File: src/rtl/iterative_divider_if.sv
// Divide request/response bundle between the execute stage (master) and the divider (slave).
interface iterative_divider_if #(parameter int WIDTH = 64);
  logic             valid_in;
  logic [WIDTH-1:0] dividend;
  logic [WIDTH-1:0] divisor;
  logic [WIDTH-1:0] quotient;
  logic [WIDTH-1:0] remainder;
  logic             valid_out;
  logic             busy;

  modport master (
    output valid_in, dividend, divisor,
    input  quotient, remainder, valid_out, busy
  );

  modport slave (
    input  valid_in, dividend, divisor,
    output quotient, remainder, valid_out, busy
  );
endinterface

File: src/rtl/iterative_divider.sv
// Multi-cycle unsigned restoring divider, one quotient bit per clock.
// Optional macro ITERATIVE_DIVIDER_ZERO_FASTPATH_EN: divide-by-zero skips the iteration.
module iterative_divider #(
  parameter int WIDTH = 64
) (
  input  logic               clk,
  input  logic               rst,
  iterative_divider_if.slave bus
);
  // state | meaning
  // IDLE  | waiting for a request
  // BUSY  | one restoring step per clock, cnt_q counts down to 0
  // DONE  | valid_out pulse, results already on the outputs
  // DRAIN | finished request still high; wait for it to drop
  localparam int CW = $clog2(WIDTH);

  typedef enum logic [1:0] {IDLE, BUSY, DONE, DRAIN} state_t;

  state_t           state_q, state_d;
  logic [WIDTH-1:0] rem_q, rem_d;
  logic [WIDTH-1:0] q_q, q_d;
  logic [WIDTH-1:0] dvsr_q, dvsr_d;
  logic [WIDTH-1:0] quotient_q, quotient_d;
  logic [WIDTH-1:0] remainder_q, remainder_d;
  logic [CW-1:0]    cnt_q, cnt_d;
  logic             valid_out_q, valid_out_d;
  logic             busy_q, busy_d;

  logic [WIDTH:0]   trial;
  logic             fits;
  logic [WIDTH-1:0] step_rem;
  logic [WIDTH-1:0] step_q;

  // rem < divisor holds between steps, so a WIDTH-bit subtract of the low bits is exact.
  always_comb begin
    trial    = {rem_q, q_q[WIDTH-1]};
    fits     = (trial >= {1'b0, dvsr_q});
    step_rem = fits ? (trial[WIDTH-1:0] - dvsr_q) : trial[WIDTH-1:0];
    step_q   = {q_q[WIDTH-2:0], fits};
  end

  always_comb begin
    state_d     = state_q;
    rem_d       = rem_q;
    q_d         = q_q;
    dvsr_d      = dvsr_q;
    cnt_d       = cnt_q;
    quotient_d  = quotient_q;
    remainder_d = remainder_q;
    case (state_q)
      IDLE: begin
        if (bus.valid_in) begin
          rem_d   = '0;
          q_d     = bus.dividend;
          dvsr_d  = bus.divisor;
          cnt_d   = CW'(WIDTH - 1);
          state_d = BUSY;
`ifdef ITERATIVE_DIVIDER_ZERO_FASTPATH_EN
          if (bus.divisor == '0) begin
            quotient_d  = '1;
            remainder_d = bus.dividend;
            state_d     = DONE;
          end
`endif
        end
      end
      BUSY: begin
        rem_d = step_rem;
        q_d   = step_q;
        if (cnt_q == '0) begin
          quotient_d  = step_q;
          remainder_d = step_rem;
          state_d     = DONE;
        end else begin
          cnt_d = cnt_q - 1'b1;
        end
      end
      DONE:    state_d = bus.valid_in ? DRAIN : IDLE;
      DRAIN:   if (!bus.valid_in) state_d = IDLE;
      default: state_d = IDLE;
    endcase
    valid_out_d = (state_d == DONE);
    busy_d      = (state_d != IDLE);
  end

  always_ff @(posedge clk) begin
    if (rst) begin
      state_q     <= IDLE;
      rem_q       <= '0;
      q_q         <= '0;
      dvsr_q      <= '0;
      cnt_q       <= '0;
      quotient_q  <= '0;
      remainder_q <= '0;
      valid_out_q <= 1'b0;
      busy_q      <= 1'b0;
    end else begin
      state_q     <= state_d;
      rem_q       <= rem_d;
      q_q         <= q_d;
      dvsr_q      <= dvsr_d;
      cnt_q       <= cnt_d;
      quotient_q  <= quotient_d;
      remainder_q <= remainder_d;
      valid_out_q <= valid_out_d;
      busy_q      <= busy_d;
    end
  end

  assign bus.quotient  = quotient_q;
  assign bus.remainder = remainder_q;
  assign bus.valid_out = valid_out_q;
  assign bus.busy      = busy_q;
endmodule
File: src/flat_wrapper.sv
// flat-port wrapper written by rule: the top's interface ports become plain ports
module iterative_divider_flat 
#(
  parameter int WIDTH = 64
)
  (clk, rst, bus_valid_in, bus_dividend, bus_divisor, bus_quotient, bus_remainder, bus_valid_out, bus_busy);
  iterative_divider_if #(.WIDTH(WIDTH)) bus_i ();
  input  logic clk;
  input  logic rst;
  input wire logic [$bits(bus_i.valid_in)-1:0] bus_valid_in;
  input wire logic [$bits(bus_i.dividend)-1:0] bus_dividend;
  input wire logic [$bits(bus_i.divisor)-1:0] bus_divisor;
  output wire logic [$bits(bus_i.quotient)-1:0] bus_quotient;
  output wire logic [$bits(bus_i.remainder)-1:0] bus_remainder;
  output wire logic [$bits(bus_i.valid_out)-1:0] bus_valid_out;
  output wire logic [$bits(bus_i.busy)-1:0] bus_busy;
  assign bus_i.valid_in = bus_valid_in;
  assign bus_i.dividend = bus_dividend;
  assign bus_i.divisor = bus_divisor;
  assign bus_quotient = bus_i.quotient;
  assign bus_remainder = bus_i.remainder;
  assign bus_valid_out = bus_i.valid_out;
  assign bus_busy = bus_i.busy;
  iterative_divider #(.WIDTH(WIDTH)) u_core (.clk(clk), .rst(rst), .bus(bus_i));
endmodule
File: config.mk
export PLATFORM = sky130hd
export DESIGN_NAME = iterative_divider_flat
export DESIGN_NICKNAME = d
export VERILOG_FILES = /design/src/rtl/iterative_divider_if.sv /design/src/rtl/iterative_divider.sv /design/src/flat_wrapper.sv
export SDC_FILE = /design/constraint.sdc
export NUM_CORES = 1
export LEC_CHECK = 0
export CAP_MARGIN = 5
export CELL_PAD_IN_SITES_DETAIL_PLACEMENT = 2
export CELL_PAD_IN_SITES_GLOBAL_PLACEMENT = 2
export CORE_AREA = 8 8 232 234
export CTS_BUF_LIST = sky130_fd_sc_hd__clkbuf_16
export DETAILED_ROUTE_END_ITERATION = 12
export DIE_AREA = 0 0 240 242
export GPL_TIMING_DRIVEN = 1
export PLACE_DENSITY_LB_ADDON = 0.1
export SKIP_LAST_GASP = 1
export SLEW_MARGIN = 5
export SYNTH_ARGS = -nofsm -noshare
export SYNTH_HDL_FRONTEND = slang
export SYNTH_SLANG_ARGS = --single-unit
File: constraint.sdc
create_clock -name clk -period 5.3 [get_ports clk]
set_input_delay 0.795 -clock clk [delete_from_list [all_inputs] [get_ports clk]]
set_output_delay 0.795 -clock clk [all_outputs]
set_load 0.03 [all_outputs]
## Word-level counts from Yosys, hierarchy flattened

Index checks and enable logic that the tools add are counted.

- Bits in registers: 330

- Add/sub/neg operators: 2
- Reduce and logical (&&, ||, !) cells: 8
- Magnitude comparators: 1
- Mux-type cells: 13
- Equality and inequality tests: 6

Operators by type and width:

| operator | count |
|---|---|
| 64-bit case mux with 2 select lines | 2 |
| 64-bit 2-to-1 mux | 3 |
| 65-bit by 64-bit >= comparator with 1-bit output | 1 |
| 64-bit subtractor | 1 |
| 6-bit 2-to-1 mux | 2 |
| 6-bit case mux with 2 select lines | 1 |
| 2-bit 2-to-1 mux | 4 |
| 2-bit case mux with 4 select lines | 1 |
| 2-bit == test (second input constant) | 3 |
| 6-bit logical NOT | 1 |
| 2-bit AND reduction | 3 |
| 6-bit by 1-bit subtractor with 6-bit output (second input constant) | 1 |
| 2-bit != test (second input constant) | 2 |
| 2-bit nonzero test | 2 |
| 3-bit AND reduction | 1 |
| 2-bit by 1-bit == test with 1-bit output (second input constant) | 1 |
| 2-bit logical NOT | 1 |

## Depth between registers and ports, before layout

- Depth after elaboration: 4
- Gate-level depth with buffers: 14

## Least setup slack after synthesis

OpenSTA, ideal clock, no wires.

- Path kind: flip-flop to flip-flop
- Start point: register u_core.dvsr_q[51]
- End point: register u_core.remainder_q[8], in the netlist u_core.bus.remainder[8]
- Data required time: 5.168 ns
- Path buffers: 2
- Period minus slack after synthesis: 3.091 ns
- Stages on the path, launching flop included: 14
- Arrival: 2.958 ns
- Slack: 2.209 ns
- Cells stage by stage: dfxtp_1 > inv_1 > ha_1 > buf_2 > nand4_2 > or4_1 > or3_4 > nor3_4 > a2111oi_2 > o211a_2 > nor2_4 > buf_4 > mux2i_1 > a21oi_1

- Word-level cells in the longest chain between the ends: 2

RTL lines:

| what | RTL line | RTL |
|---|---|---|
| start: declaration | iterative_divider.sv:22 | `logic [WIDTH-1:0] dvsr_q, dvsr_d;` |
| start signal: assignment | iterative_divider.sv:101 | `dvsr_q <= dvsr_d;` |
| 65-bit by 64-bit >= comparator with 1-bit output | iterative_divider.sv:37 | `fits = (trial >= {1'b0, dvsr_q});` |
| 64-bit 2-to-1 mux | iterative_divider.sv:38 | `step_rem = fits ? (trial[WIDTH-1:0] - dvsr_q) : trial[WIDTH-1:0];` |
| end signal: assignment | iterative_divider.sv:104 | `remainder_q <= remainder_d;` |
| end: declaration | iterative_divider.sv:24 | `logic [WIDTH-1:0] remainder_q, remainder_d;` |

No other way between the ends.
A chain may end at the register's enable or synchronous reset.

## Worst setup path in the final report

- Start point: register u_core.rem_q[49]
- End point: register u_core.rem_q[3]

- Word-level cells in the longest chain between the ends: 3

RTL lines:

| what | RTL line | RTL |
|---|---|---|
| start: declaration | iterative_divider.sv:20 | `logic [WIDTH-1:0] rem_q, rem_d;` |
| start signal: assignment | iterative_divider.sv:99 | `rem_q <= rem_d;` |
| 65-bit by 64-bit >= comparator with 1-bit output | iterative_divider.sv:37 |  |
| 64-bit 2-to-1 mux | iterative_divider.sv:38 |  |
| 64-bit case mux with 2 select lines | iterative_divider.sv:50 | `case (state_q)` |

No other way between the ends.

==> impl_metrics.json <==
{
  "worstSetupEndpointType": "register",
  "swShare_pct": 30.78,
  "final_antenna_net_count": 0,
  "synth_common_cells": "nand2_1 (505), dfxtp_1 (330), a21oi_1 (271)",
  "cts_tree": "yes",
  "setup_viol": 0,
  "antenna_found_initial": 4,
  "row_count": 83,
  "ctsResizeCount": 0,
  "firstDrtPassIters": 5,
  "grt_max_degree": 105,
  "max_slew_margin_pct": 25.39,
  "die_x_um": 240,
  "cts_sinks": 330,
  "drc": 0,
  "drive_above_1_share_pct": 4.035,
  "synth.yosys.seq_area_share_pct": 39.31,
  "crit_fanout": 25,
  "chipHeight_um": 242,
  "syn-num-nets": 2394,
  "start_util_pct": 33.30,
  "period_minus_slack_ns": 4.141,
  "clk_pin_slew_ns": 0.06,
  "gp_congestion": 0.9614,
  "netlist.area_leader.share_pct": 39.31,
  "pwr_density_cell_nw_per_um2": 314.5,
  "grt.overflow.total": 0,
  "synth-edff-count": 0,
  "yosysMostFrequentCell": "nand2_1",
  "io_pins": 261,
  "p_leak_nw": 8.182,
  "vias_per_cell": 5.427,
  "status": "completed",
  "routed-via-count": 16743,
  "r2r_cells": 11,
  "required_ns": 5.72,
  "netlist_instances": 2197,
  "tightest_slew_ns": 1.116,
  "switching_power_mw": 2.049,
  "synth-seq-cells": 330,
  "placedCellCount": 3009,
  "port_buffers": 260,
  "dpl_worst_slack_ns": 1.174,
  "syn_area_um2": 16810,
  "power_frac_comb_pct": 18.8,
  "skew_ns": 0.01799,
  "fill_cells": 5799,
  "numCtsBuffers": 41,
  "peakVddDrop_mv": 0.2225,
  "syn_area_per_cell_um2": 7.650,
  "grt_util_all_layers_pct": 22.46,
  "critPathKind": "reg -> reg",
  "worst_ep_arrival_time_ns": 4.56,
  "hold_path.class": "reg -> reg",
  "finalHoldViolCount": 0,
  "dieArea_um2": 58080,
  "postCtsHoldBufs": 0,
  "worstSetupEndpoint": "u_core.rem_q[3]",
  "area_growth_pct": 25.91,
  "reg2reg_slack_ns": 1.16,
  "drv_slew": 0,
  "wirelength_um": 67300,
  "drtIter0Drc": 590,
  "yosysUniqueCellTypes": 82,
  "stdcell_count": 3085,
  "hpwl_um": 48510,
  "cts-root-buf": "clkbuf_16",
  "htreeDepth": 2,
  "grt_first_pass_wirelength_um": 105300,
  "cts.path.max_buffers": 3,
  "wl_per_cell_um": 21.82,
  "p_clk_share_pct": 40.3,
  "fin_ws_ns": 1.159,
  "yosysWarnings": 0,
  "clock.fmax_mhz": 241.5,
  "post_cts_buffers": 0,
  "internal_power_mw": 4.607,
  "tns_ns": 0,
  "async_reset_ff_share_pct": 0,
  "whs_ns": 0.4547,
  "start_kind": "register",
  "finalNetCount": 2569,
  "rsz0062_at_grt": "false",
  "clock_latency_ns": 0.58,
  "synth.area.top_cells": "dfxtp_1 (39%), nand2_1 (11%), a21oi_1 (8.1%)",
  "synth_top_area_cell": "dfxtp_1",
  "crit_start": "u_core.rem_q[49]",
  "post_dp_cell_area_um2": 19900,
  "seq_power_share_pct": 40.9,
  "coreArea_um2": 50470,
  "r2r_start": "u_core.rem_q[49]",
  "grt_pass1_vias": 18598,
  "period_share_pct": 78.13,
  "post-route-cell-area_um2": 21160,
  "max-cap-violations": 0,
  "yosys_most_used_dff": "dfxtp_1",
  "worstReg2RegEnd": "u_core.rem_q[3]"
}
-- routing by layer --
metal | wire [µm] | global-route usage (%) | up-vias
met5 | 55 | 0 | -
met4 | 1564 | 6.567 | 8
met3 | 3561 | 5.312 | 89
met2 | 32220 | 38.42 | 284
met1 | 29900 | 27.67 | 8344
li1 | - | - | 8018
-- cell type report --
class	count	area [µm²]	area share [%]
Multi-Input combinational cell	1631	9324	44.06
Sequential cell	330	6606	31.22
Timing Repair Buffer	279	2784	13.15
Clock buffer	42	1051	4.966
Tap cell	680	850.8	4.020
Inverter	89	334.1	1.579
Clock inverter	33	210.2	0.9933
Antenna cell	1	2.502	0.01182
-- kinds of logic (layout without fill, tap and decap cells) --
| group | count (synthesis) | in the layout | share of synthesized area [%] |
|---|---|---|---|
| AOI/OAI and AO/OA | 670 | 670 | 24.57 |
| xor gates and xnor gates | 50 | 50 | 2.606 |
| adders and majority gates | 66 | 66 | 4.958 |
| buffers and inverters | 236 | 443 | 5.486 |
| DFF | 330 | 330 | 39.31 |
| muxes | 48 | 48 | 2.866 |
| other | 0 | 1 | 0 |
| and+or+nand+nor | 797 | 797 | 20.20 |
-- flip-flops by register name (all words and copies together) (netlist names) --
signal / flops
u_core.q_q: 64
u_core.cnt_q: 6
u_core.state_q: 2
u_core.bus.remainder: 64
u_core.dvsr_q: 64
u_core.bus.valid_out: 1
u_core.bus.busy: 1
u_core.rem_q: 64
u_core.bus.quotient: 64
-- how the worst min path moves through the flow --
| stage | slack [ns] | cells past startpoint | end | startpoint |
|---|---|---|---|---|
| finish | 0.45 | 2 | u_core.bus.quotient[8] | u_core.bus.quotient[8] |
| global route | 0.48 | 2 | u_core.bus.quotient[47] | u_core.bus.quotient[47] |
| CTS | 0.46 | 2 | u_core.dvsr_q[13] | u_core.dvsr_q[13] |
| detailed placement | 0.45 | 2 | u_core.dvsr_q[13] | u_core.dvsr_q[13] |
| global placement | 0.44 | 2 | u_core.bus.quotient[25] | u_core.bus.quotient[25] |
| floorplan | 0.44 | 2 | u_core.dvsr_q[10] | u_core.dvsr_q[10] |
-- through the flow --
step           util [%]  power (mW)
5_1_grt           41.93       6.970
3_3_place_gp      39.43       3.989
2_1_floorplan         -       3.526
4_1_cts           41.93       6.749
3_5_place_dp      39.43       4.028
6_report          41.93       6.656
-- power groups by stage --
stage                     Sequential, mW  Combinational (mW)  Clock (mW)
after global routing                2.74                1.37        2.86
after global placement              2.77                1.22           0
after CTS                           2.72                1.26        2.76
after floorplan                     2.82               0.710           0
final                               2.72                1.25        2.69
after detailed placement            2.77                1.25           0
-- placed cells by master (no fill, tap or decap), types with 30 or more instances in the layout --
cell type,count
nand3_1,32
o21ai_1,58
a21o_1,31
inv_1,99
nand2_1,504
ha_1,65
a21oi_1,271
dfxtp_1,330
nor2_1,123
o21ai_0,109
mux2i_1,47
xnor2_1,30
clkbuf_16,42
a311oi_1,64
clkdlybuf4s50_1,259
-- critical path, stage by stage, from the launching register on --
cell and delay [ns]:
dfxtp_1 0.36, ha_1 0.51, nand4_2 0.19, or4_1 0.62
or3_4 0.36, nor3_4 0.16, a2111oi_2 0.12, o2bb2ai_2 0.22
nor2_4 0.73, buf_12 0.28, mux2i_1 0.30, o21ai_1 0.11
No activity file was read; power rests on OpenSTA's default activity.
